### src/rtl/load_store_unit.sv
// Load/store unit: sequences a single data-memory access per request, with RMW for sub-word stores.
// Optional macro LSU_MISALIGN_TRAP_EN turns misaligned half/word accesses into error responses.
module load_store_unit #(
   parameter int unsigned DM_ADDRESS = 9,
   parameter int unsigned DATA_W     = 32
) (
   input  logic                  clk,
   input  logic                  rst_n,
   input  logic                  req_valid,
   output logic                  req_ready,
   input  logic                  req_write,
   input  logic [2:0]            req_funct3,
   input  logic [31:0]           req_addr,
   input  logic [DATA_W-1:0]     req_wdata,
   output logic                  resp_valid,
   output logic [DATA_W-1:0]     resp_rdata,
   output logic                  resp_err,
   output logic                  dm_read,
   output logic                  dm_write,
   output logic [DM_ADDRESS-1:0] dm_addr,
   output logic [DATA_W-1:0]     dm_wd,
   input  logic [DATA_W-1:0]     dm_rd
);

   typedef enum logic [1:0] {StIdle, StRd, StWr, StResp} state_e;

   state_e                state_q, state_d;
   logic [DM_ADDRESS-1:0] addr_q;
   logic [1:0]            off_q;
   logic [2:0]            funct3_q;
   logic                  write_q;
   logic                  err_q;
   logic [DATA_W-1:0]     wdata_q;
   logic [DATA_W-1:0]     rd_q;

   logic                  accept;
   logic                  bad_f3;
   logic                  misalign;
   logic                  req_err;
   logic [7:0]            byte_sel;
   logic [15:0]           half_sel;
   logic [DATA_W-1:0]     load_data;
   logic [DATA_W-1:0]     merged;
   logic                  unused_addr;

   // Upper address bits are dropped so the address wraps modulo memory size.
   assign unused_addr = ^req_addr[31:DM_ADDRESS+2];

   assign accept = req_valid && req_ready;

   always_comb begin
      bad_f3 = 1'b0;
      if (req_write) begin
         bad_f3 = !(req_funct3 inside {3'b000, 3'b001, 3'b010});
      end else begin
         bad_f3 = !(req_funct3 inside {3'b000, 3'b001, 3'b010, 3'b100, 3'b101});
      end
   end

`ifdef LSU_MISALIGN_TRAP_EN
   assign misalign = ((req_funct3[1:0] == 2'b01) && req_addr[0]) ||
                     ((req_funct3[1:0] == 2'b10) && (req_addr[1:0] != 2'b00));
`else
   assign misalign = 1'b0;
`endif

   assign req_err = bad_f3 || misalign;

   always_comb begin
      state_d = state_q;
      unique case (state_q)
         StIdle: begin
            if (accept) begin
               if (req_err) begin
                  state_d = StResp;
               end else if (req_write && (req_funct3 == 3'b010)) begin
                  state_d = StWr;
               end else begin
                  state_d = StRd;
               end
            end
         end
         StRd:    state_d = write_q ? StWr : StResp;
         StWr:    state_d = StResp;
         StResp:  state_d = StIdle;
         default: state_d = StIdle;
      endcase
   end

   always_ff @(posedge clk or negedge rst_n) begin
      if (!rst_n) begin
         state_q  <= StIdle;
         addr_q   <= '0;
         off_q    <= '0;
         funct3_q <= '0;
         write_q  <= 1'b0;
         err_q    <= 1'b0;
         wdata_q  <= '0;
         rd_q     <= '0;
      end else begin
         state_q <= state_d;
         if (accept) begin
            addr_q   <= req_addr[DM_ADDRESS+1:2];
            off_q    <= req_addr[1:0];
            funct3_q <= req_funct3;
            write_q  <= req_write;
            err_q    <= req_err;
            wdata_q  <= req_wdata;
         end
         if (state_q == StRd) begin
            rd_q <= dm_rd;
         end
      end
   end

   // Halves select on addr[1] only, so addr[0] is ignored when trapping is off.
   always_comb begin
      byte_sel = rd_q[7:0];
      unique case (off_q)
         2'b00: byte_sel = rd_q[7:0];
         2'b01: byte_sel = rd_q[15:8];
         2'b10: byte_sel = rd_q[23:16];
         2'b11: byte_sel = rd_q[31:24];
         default: byte_sel = rd_q[7:0];
      endcase
      half_sel = off_q[1] ? rd_q[31:16] : rd_q[15:0];
   end

   always_comb begin
      load_data = '0;
      case (funct3_q)
         3'b000:  load_data = {{(DATA_W-8){byte_sel[7]}}, byte_sel};
         3'b001:  load_data = {{(DATA_W-16){half_sel[15]}}, half_sel};
         3'b010:  load_data = rd_q;
         3'b100:  load_data = {{(DATA_W-8){1'b0}}, byte_sel};
         3'b101:  load_data = {{(DATA_W-16){1'b0}}, half_sel};
         default: load_data = '0;
      endcase
   end

   always_comb begin
      merged = rd_q;
      case (funct3_q[1:0])
         2'b00: begin
            unique case (off_q)
               2'b00: merged[7:0]   = wdata_q[7:0];
               2'b01: merged[15:8]  = wdata_q[7:0];
               2'b10: merged[23:16] = wdata_q[7:0];
               2'b11: merged[31:24] = wdata_q[7:0];
               default: merged = rd_q;
            endcase
         end
         2'b01: begin
            if (off_q[1]) begin
               merged[31:16] = wdata_q[15:0];
            end else begin
               merged[15:0] = wdata_q[15:0];
            end
         end
         default: merged = wdata_q;
      endcase
   end

   assign req_ready  = (state_q == StIdle);
   assign dm_read    = (state_q == StRd);
   assign dm_write   = (state_q == StWr);
   assign dm_addr    = addr_q;
   assign dm_wd      = dm_write ? merged : '0;
   assign resp_valid = (state_q == StResp);
   assign resp_err   = resp_valid && err_q;
   assign resp_rdata = (resp_valid && !err_q && !write_q) ? load_data : '0;

endmodule

### config.mk
export PLATFORM = sky130hd
export DESIGN_NAME = load_store_unit
export DESIGN_NICKNAME = d
export VERILOG_FILES = /design/src/rtl/load_store_unit.sv
export SDC_FILE = /design/constraint.sdc
export NUM_CORES = 1
export LEC_CHECK = 0
export BUFFER_PORTS_ARGS = -buffer_cell sky130_fd_sc_hd__clkbuf_2
export CORE_AREA = 4 4 117 119
export DETAILED_ROUTE_END_ITERATION = 10
export DIE_AREA = 0 0 121 123
export PLACE_DENSITY = 0.65
export SLEW_MARGIN = 25
export SYNTH_ARGS = -nofsm -noshare
export SYNTH_HDL_FRONTEND = slang
export SYNTH_SLANG_ARGS = --single-unit
### constraint.sdc
create_clock -name clk -period 4.1 [get_ports clk]
set_clock_uncertainty 0.2 [all_clocks]
set_input_delay 0.615 -clock clk [delete_from_list [all_inputs] [get_ports clk]]
set_output_delay 0.615 -clock clk [all_outputs]
set_load 0.02 [all_outputs]
==> flow_metrics.env <==
export IMPL_die_h_um=123
export IMPL_grt_setup_unrepaired="no"
export IMPL_ys_ff_latch=82
export IMPL_syn_to_final_growth_pct=25.0
export IMPL_grt_busiest_layer="met2"
export IMPL_power_switching_uw=2520
export IMPL_cts_setup_buffers=0
export IMPL_n_antenna_cell=0
export IMPL_drtPass1Iterations=8
export IMPL_initial_core_util=0.392
export IMPL_syn_area_per_cell_um2=11.0
export IMPL_clkPwrFrac=0.142
export IMPL_ant_nets=0
export IMPL_grt_use_met3=0.0508
export IMPL_drtIter0Drc=372
export IMPL_final_common_cell="clkbuf_2"
export IMPL_intPower_uw=3160
export IMPL_drv_slew=0
export IMPL_cts_resized=0
export IMPL_grt_util_met2=0.344
export IMPL_holdCritPathClass="in -> async"
export IMPL_syn_area_um2=4930
export IMPL_gp_congestion=0.849
export IMPL_clock_path_buffers=2
export IMPL_finalSetupTns_ns=0
export IMPL_grt_max_degree=83
export IMPL_die_area_um2=14900
export IMPL_synth_edff_count=0
export IMPL_p_sw_frac=0.444
export IMPL_cts_sinks=82
export IMPL_cp_end_kind="output pin"
export IMPL_track_usage=0.209
export IMPL_grt_first_pass_wirelength_um=23600
export IMPL_synth_fp_nets=554
export IMPL_setup_viol=0
export IMPL_layoutNonFillerInstCount=767
export IMPL_whs_ns=0.112
export IMPL_synth_warnings=0
export IMPL_seq_area_frac_synth=0.416
export IMPL_routed_wl_um=15300
export IMPL_powerDensity_nw_per_um2=921
export IMPL_ys_flop_type="dfrtp_1"
export IMPL_worst_slew_pin_slew_ns=0.746
export IMPL_cts_clk_slew_worst_paths_ns=0.06
export IMPL_p_seq_frac=0.320
export IMPL_final_util=0.490
export IMPL_cts_hold_buf=0
export IMPL_p_leak_uw=0.00283
export IMPL_drive_gt1_frac=0.518
export IMPL_synthArstFlopShare=1.00
export IMPL_fin_area_um2=6160
export IMPL_fin_crit_sh=0.844
export IMPL_worst_path_max_fanout=15
export IMPL_first_global_vias=4318
export IMPL_grt_ovfl_total=0
export IMPL_vias=4243
export IMPL_required_ns=3.28
export IMPL_ctsRootBufferMaster="clkbuf_16"
export IMPL_wl_per_cell_um=20.0
export IMPL_cp_arrival_ns=2.65
export IMPL_num_io_pins=181
export IMPL_io_buffers=159
export IMPL_hold_viol=0
export IMPL_outcome="finished clean"
export IMPL_final_cell_mix="clkbuf_2, mux2_2, dfrtp_1"
export IMPL_syn_instance_count=447
export IMPL_period_needed_ns=3.46
export IMPL_fmax_mhz=289
export IMPL_place_inst=751
export IMPL_cts_buffers=9
export IMPL_dpl_instance_area_um2=5860
export IMPL_dp_hpwl_um=11300
export IMPL_cap_violations=0
export IMPL_antenna_found_initial=0
export IMPL_h_tree_depth=3
export IMPL_met1_usage=0.262
export IMPL_peakVddDrop_v=0.000367
export IMPL_critical_path_class="reg -> out"
export IMPL_via_per_inst=5.53
export IMPL_core_area_um2=12600
export IMPL_worstSetupStartpointType="register"
export IMPL_fp_dieW_um=121
export IMPL_slew_limit_headroom=0.503
export IMPL_combPwrFrac=0.538
export IMPL_fin_nets=697
export IMPL_drc=0
export IMPL_rows=41
export IMPL_cts_tree="built"
export IMPL_worstSkewPairLatency_ns=0.34
export IMPL_yosysUniqueCellTypes=32
## Yosys cell counts (all sizes together) (3+ instances only)
| cell | n | area share |
|---|---|---|
| a21oi | 39 | 0.040 |
| a222oi | 15 | 0.030 |
| a22o | 9 | 0.016 |
| a22oi | 7 | 0.011 |
| buf | 15 | 0.016 |
| clkbuf | 20 | 0.015 |
| dfrtp | 82 | 0.42 |
| ha | 4 | 0.010 |
| inv | 4 | 0.0030 |
| mux2 | 120 | 0.27 |
| mux2i | 17 | 0.034 |
| nand2 | 25 | 0.019 |
| nor2 | 15 | 0.011 |
| nor2b | 35 | 0.044 |
| nor3b | 3 | 0.0066 |
| o211ai | 3 | 0.0046 |
| o21a | 9 | 0.014 |
| o21ai | 7 | 0.0071 |
| o2bb2ai | 6 | 0.011 |
## logic make-up (layout without fill, tap and decap cells)
logic type / count (synthesis) / after routing / share of synthesized area
AOI/OAI and AO/OA: 99 / 99 / 0.139
adders and majority gates: 4 / 4 / 0.0101
buffers and inverters: 39 / 187 / 0.0340
DFF: 82 / 82 / 0.416
muxes: 137 / 137 / 0.308
and+or+nand+nor: 86 / 86 / 0.0928
## metal layers
| metal | vias to the layer above | share of wire |
|---|---|---|
| li1 | 1932 | - |
| met1 | 2079 | 0.41 |
| met2 | 200 | 0.48 |
| met3 | 32 | 0.078 |
| met4 | 0 | 0.030 |
| met5 | - | 0 |
## power by group through the flow
stage | registers [uW] | logic, uW | clock network [uW]
2_1_floorplan | 1560 | 2340 | 0
3_3_place_gp | 1790 | 2980 | 0
3_5_place_dp | 1820 | 3050 | 0
4_1_cts | 1810 | 3060 | 827
5_1_grt | 1880 | 3300 | 860
6_report | 1820 | 3050 | 808
## worst max-delay path: stages, from the launching register on
cell and delay (ns):
dfrtp_1 0.66, nand2b_1 0.40, a21o_1 0.45, or2_0 0.38, o2bb2ai_1 0.21, clkbuf_2 0.19
## per-stage QoR
stage                     total power, uW  worst slack [ns]
final                                5680             0.639
after global routing                 6040             0.452
after CTS                            5690             0.642
after detailed placement             4860              1.03
after global placement               4770              1.02
after floorplan                      3900              1.54
## worst paths after layout
path,startpoint,endpoint,slack (ns),cells past startpoint
hold / removal,rst_n,wdata_q[2],0.11,1
setup reg to reg,state_q[0],funct3_q[1],2.03,4
setup / recovery,off_q[0],resp_rdata[0],0.64,5
hold reg to reg,dm_addr[1],dm_addr[1],0.31,1
max in group asynchronous,rst_n,wdata_q[9],3.08,1
min in group clk,dm_rd[22],rd_q[22],0.29,2
## cell type report
cell class / count / area [um^2]
inverters: 4 / 15.0
fillers: 1212 / 6400
flip-flops and latches: 82 / 2050
clock buffers: 10 / 229
clock inverters: 6 / 67.6
well taps: 172 / 215
repair buffers: 167 / 862
multi-input cells: 326 / 2720
## state kept, by name, summed over array words and instances, names as in the netlist
signal and cells:
off_q 2, dm_addr 9, funct3_q 3, state_q 2
write_q 1, rd_q 32, err_q 1, wdata_q 32
No activity file was read; power rests on OpenSTA's default activity.
